**config.mk**
```make
export PLATFORM = sky130hd
export DESIGN_NAME = display_timing_ctrl
export DESIGN_NICKNAME = d
export VERILOG_FILES = /design/src/rtl/display_pkg.sv /design/src/rtl/disp_hv_counter.sv /design/src/rtl/display_timing_ctrl.sv
export SDC_FILE = /design/constraint.sdc
export NUM_CORES = 1
export LEC_CHECK = 0
export CORE_ASPECT_RATIO = 1.5
export CORE_UTILIZATION = 40
export DETAILED_ROUTE_END_ITERATION = 12
export GPL_TIMING_DRIVEN = 0
export HOLD_SLACK_MARGIN = 0.03
export PLACE_DENSITY = 0.67
export RECOVER_POWER = 100
export SLEW_MARGIN = 20
export SYNTH_ARGS = -nofsm -noshare
export SYNTH_HDL_FRONTEND = slang
export SYNTH_SLANG_ARGS = --single-unit
```
**constraint.sdc**
```tcl
create_clock -name clock -period 2 [get_ports clock]
set_clock_uncertainty 0.15 [all_clocks]
set_input_delay 0.3 -clock clock [delete_from_list [all_inputs] [get_ports clock]]
set_output_delay 0.3 -clock clock [all_outputs]
set_load 0.02 [all_outputs]
```
**src/rtl/display_pkg.sv**
```systemverilog
// Shared timing defaults, derived totals, FSM states and the registered output bundle
// for the display timing controller.
package display_pkg;

    localparam int DEF_H_ACTIVE = 640;
    localparam int DEF_H_FP     = 16;
    localparam int DEF_H_SYNC   = 96;
    localparam int DEF_H_BP     = 48;
    localparam int DEF_V_ACTIVE = 480;
    localparam int DEF_V_FP     = 10;
    localparam int DEF_V_SYNC   = 2;
    localparam int DEF_V_BP     = 33;

    typedef enum logic [1:0] {
        ST_IDLE,
        ST_RUN,
        ST_STOPPING
    } state_e;

    typedef struct packed {
        logic reset_addr;
        logic inc_addr;
        logic buf_sel;
        logic swap_ack;
        logic hsync;
        logic vsync;
        logic active;
        logic frame_done;
    } disp_out_t;

    // Quiescent output pattern: sync strobes are active-low, so idle means high.
    localparam disp_out_t OUT_IDLE = '{
        reset_addr: 1'b0, inc_addr: 1'b0, buf_sel: 1'b0, swap_ack: 1'b0,
        hsync: 1'b1, vsync: 1'b1, active: 1'b0, frame_done: 1'b0
    };

    function automatic int h_total(input int active, input int fp, input int sync, input int bp);
        return active + fp + sync + bp;
    endfunction

    function automatic int v_total(input int active, input int fp, input int sync, input int bp);
        return active + fp + sync + bp;
    endfunction

    function automatic int cnt_width(input int total);
        return (total <= 2) ? 1 : $clog2(total);
    endfunction

endpackage

```
**src/rtl/disp_hv_counter.sv**
```systemverilog
// Horizontal/vertical position counters with wrap flags; advance only while step is high.
module disp_hv_counter
    import display_pkg::*;
#(
    parameter int H_TOTAL = 800,
    parameter int V_TOTAL = 525,
    parameter int HW      = cnt_width(H_TOTAL),
    parameter int VW      = cnt_width(V_TOTAL)
) (
    input  logic          clock,
    input  logic          resetn,
    input  logic          step,
    input  logic          clr,
    output logic [HW-1:0] h_cnt,
    output logic [VW-1:0] v_cnt,
    output logic          h_last,
    output logic          v_last
);

    logic [HW-1:0] h_cnt_q, h_cnt_d;
    logic [VW-1:0] v_cnt_q, v_cnt_d;

    assign h_last = (h_cnt_q == HW'(H_TOTAL - 1));
    assign v_last = (v_cnt_q == VW'(V_TOTAL - 1));
    assign h_cnt  = h_cnt_q;
    assign v_cnt  = v_cnt_q;

    always_comb begin
        // NOTE: hold-value defaults first so no path through this block infers a latch.
        h_cnt_d = h_cnt_q;
        v_cnt_d = v_cnt_q;
        if (clr) begin
            h_cnt_d = '0;
            v_cnt_d = '0;
        end else if (step) begin
            if (h_last) begin
                h_cnt_d = '0;
                v_cnt_d = v_last ? '0 : v_cnt_q + VW'(1);
            end else begin
                h_cnt_d = h_cnt_q + HW'(1);
            end
        end
    end

    // NOTE: non-blocking assignments so every flop samples pre-edge values.
    always_ff @(posedge clock or negedge resetn) begin
        if (!resetn) begin
            h_cnt_q <= '0;
            v_cnt_q <= '0;
        end else begin
            h_cnt_q <= h_cnt_d;
            v_cnt_q <= v_cnt_d;
        end
    end

endmodule

```
**src/rtl/display_timing_ctrl.sv**
```systemverilog
// Display timing generator with run/stop FSM and frame-synchronous double-buffer swap.
// All outputs are registered one cycle behind the (h_cnt, v_cnt) position they decode.
module display_timing_ctrl
    import display_pkg::*;
#(
    parameter int H_ACTIVE = DEF_H_ACTIVE,
    parameter int H_FP     = DEF_H_FP,
    parameter int H_SYNC   = DEF_H_SYNC,
    parameter int H_BP     = DEF_H_BP,
    parameter int V_ACTIVE = DEF_V_ACTIVE,
    parameter int V_FP     = DEF_V_FP,
    parameter int V_SYNC   = DEF_V_SYNC,
    parameter int V_BP     = DEF_V_BP
) (
    input  logic clock,
    input  logic resetn,
    input  logic enable,
    input  logic swap_req,
    output logic ResetAddr,
    output logic IncAddr,
    output logic buf_sel,
    output logic swap_ack,
    output logic hsync,
    output logic vsync,
    output logic active,
    output logic frame_done
);

    localparam int H_TOTAL = h_total(H_ACTIVE, H_FP, H_SYNC, H_BP);
    localparam int V_TOTAL = v_total(V_ACTIVE, V_FP, V_SYNC, V_BP);
    localparam int HW      = cnt_width(H_TOTAL);
    localparam int VW      = cnt_width(V_TOTAL);

    state_e        state_q, state_d;
    disp_out_t     out_q, out_d;
    logic [HW-1:0] h_cnt;
    logic [VW-1:0] v_cnt;
    logic          h_last, v_last;
    logic          running, frame_end;
    logic [31:0]   h_ext, v_ext;

    assign running   = (state_q != ST_IDLE);
    assign frame_end = running && h_last && v_last;
    assign h_ext     = 32'(h_cnt);
    assign v_ext     = 32'(v_cnt);

    disp_hv_counter #(
        .H_TOTAL (H_TOTAL),
        .V_TOTAL (V_TOTAL),
        .HW      (HW),
        .VW      (VW)
    ) u_hv_counter (
        .clock  (clock),
        .resetn (resetn),
        .step   (running),
        .clr    (!running),
        .h_cnt  (h_cnt),
        .v_cnt  (v_cnt),
        .h_last (h_last),
        .v_last (v_last)
    );

    always_comb begin
        state_d       = state_q;
        out_d         = OUT_IDLE;
        out_d.buf_sel = out_q.buf_sel;

        unique case (state_q)
            ST_IDLE: begin
                if (enable) begin
                    state_d          = ST_RUN;
                    out_d.reset_addr = 1'b1;
                end
            end
            // Dropping enable on the frame-end cycle itself must not start another frame.
            ST_RUN: begin
                if (!enable) state_d = frame_end ? ST_IDLE : ST_STOPPING;
            end
            ST_STOPPING: begin
                if (enable)         state_d = ST_RUN;
                else if (frame_end) state_d = ST_IDLE;
            end
            default: state_d = ST_IDLE;
        endcase

        if (running) begin
            out_d.active     = (h_ext < 32'(H_ACTIVE)) && (v_ext < 32'(V_ACTIVE));
            out_d.inc_addr   = out_d.active;
            out_d.hsync      = !((h_ext >= 32'(H_ACTIVE + H_FP)) &&
                                 (h_ext <  32'(H_ACTIVE + H_FP + H_SYNC)));
            out_d.vsync      = !((v_ext >= 32'(V_ACTIVE + V_FP)) &&
                                 (v_ext <  32'(V_ACTIVE + V_FP + V_SYNC)));
            out_d.frame_done = frame_end;
            out_d.reset_addr = frame_end;
            out_d.swap_ack   = frame_end && swap_req;
            out_d.buf_sel    = out_q.buf_sel ^ out_d.swap_ack;
        end
    end

    always_ff @(posedge clock or negedge resetn) begin
        if (!resetn) begin
            state_q <= ST_IDLE;
            out_q   <= OUT_IDLE;
        end else begin
            state_q <= state_d;
            out_q   <= out_d;
        end
    end

    assign ResetAddr  = out_q.reset_addr;
    assign IncAddr    = out_q.inc_addr;
    assign buf_sel    = out_q.buf_sel;
    assign swap_ack   = out_q.swap_ack;
    assign hsync      = out_q.hsync;
    assign vsync      = out_q.vsync;
    assign active     = out_q.active;
    assign frame_done = out_q.frame_done;

endmodule

```
-- Yosys cells after proc, flatten, opt, wreduce, memory -nomap -nowiden
Cells that the tools add are included.
- register bits: 30
- bits of input ports: 4
- output and inout port bits: 8
- word-level logic and storage cells: 53
- add/sub/neg operators: 2
- magnitude comparators: 6
- eq/ne operators: 8
- muxes and demuxes: 14
- bitwise gates (word level): 1
- reduce and logical (&&, ||, !) cells: 11
- operator list (cell ; count):
    10-bit 2-to-1 mux ; 5
    10-bit by 1-bit adder with 10-bit output (second input constant) ; 2
    10-bit equality test (second input constant) ; 2
    10-bit less-than comparator (second input constant) ; 2
    10-bit by 9-bit less-than comparator with 1-bit output (second input constant) ; 2
    10-bit >= comparator (second input constant) ; 1
    10-bit by 9-bit >= comparator with 1-bit output (second input constant) ; 1
    2-bit 2-to-1 mux ; 5
    8-bit 2-to-1 mux ; 1
    1-bit logical AND ; 6
    2-bit != test (second input constant) ; 3
    2-bit one-hot mux with 3 select lines ; 1
    3-bit != test (second input constant) ; 1
    3-bit AND reduction ; 1
    2-bit by 1-bit equality test with 1-bit output (second input constant) ; 1
    2-bit equality test (second input constant) ; 1
    1-bit zero test ; 2
    2-bit zero test ; 1
    1-bit 2-to-1 mux ; 2
    2-bit nonzero test ; 1
    1-bit XOR ; 1

-- Logic depth before layout (Yosys ltp)
- depth after elaboration: 6
- gate-level depth with buffers: 7
- gate-level depth less buffers: 6

-- Cells and area by module
From an unflattened synthesis, not the netlist that was laid out.
- cell total of the unflattened synthesis: 147
- area total of the unflattened synthesis: 1506.4 µm²
- by module, submodules not included (module ; times used ; cells an instance ; area each (µm²) ; seq. area each (µm²)):
    disp_hv_counter ; 1 ; 118 ; 1131.1 ; 500.5
    display_timing_ctrl ; 1 ; 29 ; 375.4 ; 227.7

-- Least setup slack after synthesis
No wires, ideal clock.
- kind: register to register
- from: register u_hv_counter.v_cnt_q[1], in the netlist u_hv_counter.v_cnt[1]
- to: register u_hv_counter.v_cnt_q[7], in the netlist u_hv_counter.v_cnt[7]
- setup time: 126 ps
- arrival: 1480 ps
- data required time: 1724 ps
- path slack: 244 ps
- stages on the path, launching flop included: 8
- buffers on the path: 1
- period minus slack after synthesis: 1756 ps
- path through: dfrtp_1 -> inv_1 -> ha_1 -> and4bb_1 -> nand4_1 -> buf_2 -> and2_4 -> a221o_1
- longest elaborated chain between the ends: 4
- elaborated cells between the ends (all ways): 5
- those cells by class: add/sub: 1; eq/ne: 1; mux: 3
- RTL lines (element ; RTL line ; source):
    from (decl) ; disp_hv_counter.sv:21 ; logic [VW-1:0] v_cnt_q, v_cnt_d;
    from (signal assigned) ; disp_hv_counter.sv:52 ; v_cnt_q <= v_cnt_d;
    10-bit by 1-bit adder with 10-bit output / 10-bit equality test (equally long branches) ; disp_hv_counter.sv:38, disp_hv_counter.sv:24 ;
    10-bit 2-to-1 mux (*) ; disp_hv_counter.sv:38 ; v_cnt_d = v_last ? '0 : v_cnt_q + VW'(1);
    10-bit 2-to-1 mux (*) ; disp_hv_counter.sv:36 ; if (h_last) begin
    10-bit 2-to-1 mux (*) ; disp_hv_counter.sv:32 ; if (clr) begin
Mark *: on every way between the ends. The rest lies on a longest branch, timed or not. The select of a mux whose other input is x is not followed.
A chain may end at the register's enable or synchronous reset.

-- Final worst setup path
- from: register out_q, in the netlist vsync
- to: output port vsync
- RTL lines (element ; RTL line ; source):
    from (decl) ; display_timing_ctrl.sv:35 ; disp_out_t out_q, out_d;
    from (signal assigned) ; display_timing_ctrl.sv:106 ; out_q <= out_d;
    to (decl) ; display_timing_ctrl.sv:24 ; output logic vsync,
No word-level cell between the ends.

==> flow_summary.yaml <==
worst_hold_path:
  holdPathEnd: "buf_sel"
  worstHoldPathType: "register to register"
  worst_hold_startpoint: "buf_sel"
  holdPathStages: 1
drt:
  wl_per_cell_um: 14.1
  route.detailed.drc: 0
  wirelength_um: 2830
  postRouteAntennaNets: 0
  num_vias: 1120
  routed_via_density: 5.57
  dr.pass1.iters: 4
  drtIter0Drc: 27
floorplanning:
  pin_count: 12
  die-area_mm2: 0.00388
  start_util_pct: 42.1
  die_x_um: 51.2
  rows: 26
  coreArea_mm2: 0.00345
  die_y_um: 75.8
power_and_ir_drop:
  ir_drop_v: 0.000509
  total_power_uw: 1400
  power_leakage_uw: 0.000785
  power.density_mw_per_mm2: 795
sta:
  slew_headroom_pct: 52.1
  period_needed_ns: 1.90
  worstMarginPinSlew_ns: 0.718
  finalHoldViolations: 0
  hold_slack_ns: 0.319
  period_share_pct: 94.9
  setup_viol: 0
  clock.fmax_mhz: 527
  final_max_slew_viol_count: 0
  rsz0062_at_grt: "false"
  setup_tns_ns: 0
  worst_slack_ns: 0.102
synthesis:
  synth_top_area_share_pct: 46.6
  synth_top_area_cell: "dfrtp_1"
  synth_top_cells_by_area: "dfrtp_1 47%, xor2_1 4.8%, a31oi_1 3.9%"
  ys.flop_type: "dfrtp_1"
  synth_seq_cells: 29
  async_reset_ff_share_pct: 100
  avgSynthCellArea_um2: 10.6
  netlist_instances: 137
  synth.net_count: 145
  synth_edf_count: 0
  seq_area_frac_synth_pct: 50.2
  syn_area_mm2: 0.00145
  ys_types: 40
  yosys_warnings: 0
clock_tree:
  clkSinkCount: 29
  cts.htree.levels: 2
  numCtsBuffers: 5
  root_buffer: "clkbuf_8"
  path_clk_slew_ns: 0.06
  clk_path_buf_depth: 2
  clk_latency_ns: 0.28
  tritoncts: "done"
critical_path:
  ff2ff_setup_slack_ns: 0.13
  arrival_ns: 1.45
  timing.rr.end: "u_hv_counter.v_cnt[5]"
  critPathCaptureType: "output port"
  path_delay_family: "buffers and inverters"
  criticalPathCategory: "register to output port"
  cp_cell_sequence: "dlygate4sd3_1"
  critical_path_buf_inv_count: 1
  critPathMaxFanout: 1
  worst_path_largest_cell_delay_ns: 0.66
  r2r_start: "u_hv_counter.h_cnt[0]"
  r2r_cells: 6
  crit_required_ns: 1.55
  crit_slowest_cell: "dlygate4sd3_1"
  cp-start-kind: "register"
job:
  cap_violations: 0
global_route:
  grt_max_degree: 30
  grt_pass1_wl_um: 4770
  track_usage_pct: 17.2
  grt.overflow.total: 0
  antenna_found_initial: 0
  grt_pass1_vias: 1130
layout:
  syn_to_final_growth_pct: 21.0
  utilization_pct: 50.9
  drive_gt1_share_pct: 14.5
  n_antenna_cell: 0
  nets: 166
placement:
  hpwl_um: 1930
  io_buffer_count: 11
  place_ws_ns: 0.0870
  gp_congestion: 0.928
run_status:
  status: "finished clean"
[cell type report]
| class | count | area (um2) |
|---|---|---|
| Multi-Input combinational cell | 98 | 669 |
| Clock buffer | 7 | 86.3 |
| Inverter | 4 | 15.0 |
| Clock inverter | 1 | 30.0 |
| Buffer | 6 | 47.5 |
| Fill cell | 344 | 1690 |
| Sequential cell | 29 | 728 |
| Timing Repair Buffer | 14 | 128 |
| Tap cell | 42 | 52.6 |
[worst max path at each step]
stage	startpoint	endpoint	slack, ns	cells past startpoint
2_1_floorplan	u_hv_counter.v_cnt[1]	u_hv_counter.v_cnt[7]	0.24	7
3_3_place_gp	resetn	state_q[1]	-0.004	1
3_5_place_dp	u_hv_counter.v_cnt[1]	u_hv_counter.v_cnt[7]	0.09	7
4_1_cts	u_hv_counter.v_cnt[1]	u_hv_counter.v_cnt[7]	0.08	7
5_1_grt	u_hv_counter.h_cnt[0]	u_hv_counter.v_cnt[6]	0.02	6
6_report	vsync	vsync	0.10	1
[state kept, by name, summed over array words and instances, names as in the netlist]
signal              count
ResetAddr               1
hsync                   1
state_q                 2
vsync                   1
u_hv_counter.v_cnt     10
frame_done              1
buf_sel                 1
active                  1
swap_ack                1
u_hv_counter.h_cnt     10
[cell usage in the layout, fill, tap and decap left out, types with 2 or more instances in the layout]
cell type,n
clkbuf_2,3
nand3_1,8
o21ai_0,3
dfrtp_1,27
ha_1,4
buf_4,2
nand2_1,11
inv_1,4
nor2_1,11
nand4_1,5
nor3_1,2
nand3b_1,3
a31oi_1,9
clkbuf_1,2
xnor2_1,3
and3_1,4
and4_1,5
or3_1,2
dlygate4sd3_1,10
xor2_1,8
dfstp_2,2
clkbuf_8,6
o211ai_1,2
[logic make-up (layout without fill, tap and decap cells)]
family                   Yosys count  count (layout)  synth area share [%]
adder cells (fa/ha/maj)            4               4                  3.45
flip-flops                        29              29                  50.2
AO/OA/AOI/OAI                     21              21                  10.2
XOR/XNOR                          11              11                  6.64
AND/OR/NAND/NOR                   62              62                  25.7
buffers and inverters             10              32                  3.88
[power by group]
part	switching (uW)	internal, uW
combinational	69.6	52.9
sequential	29.4	616
clock	222	406
total	321	1070
[worst register-to-register path, stage by stage, from the launching register on]
cell and delay (ns):
dfrtp_1 0.40, ha_1 0.23, and4_4 0.28, and4bb_4 0.31, buf_8 0.14, a31oi_1 0.09, a31oi_1 0.19
[per-stage QoR]
step | std cells | cell area, um2
after floorplan | 137 | 1450
after global placement | 190 | 1610
after detailed placement | 190 | 1610
after CTS | 199 | 1740
after global routing | 201 | 1760
final | 201 | 1760
[cells in the mapped netlist (all sizes together) (2+ instances only)]
| cell type | instances |
|---|---|
| and4bb | 2 |
| and2 | 3 |
| inv | 4 |
| xnor2 | 3 |
| or3 | 2 |
| and4 | 6 |
| nor3 | 3 |
| nand3 | 8 |
| xor2 | 8 |
| dfrtp | 27 |
| o211ai | 2 |
| dfstp | 2 |
| nand3b | 3 |
| a31oi | 9 |
| and3 | 4 |
| nand2 | 11 |
| ha | 4 |
| nand4 | 5 |
| a41oi | 2 |
| buf | 5 |
| o21ai | 3 |
| nor2 | 12 |
[timing repair]
| item | 4_1_cts | 5_1_grt |
|---|---|---|
| buffers inserted | 0 | 2 |
| resized for setup | 0 | 4 |
| endpoints found under the hold margin | 27 | 0 |
| endpoints found under the setup margin | 0 | 3 |
| hold buffers | 1 | 0 |
[routing by layer]
layer	global-route usage, %	share of wire (%)	vias to the layer above
met1	19.2	41	542
met5	0	0	-
met4	14.2	3.1	0
li1	-	-	540
met2	27.6	52	28
met3	4.39	4.1	10
(Power assumes the default switching activity.)
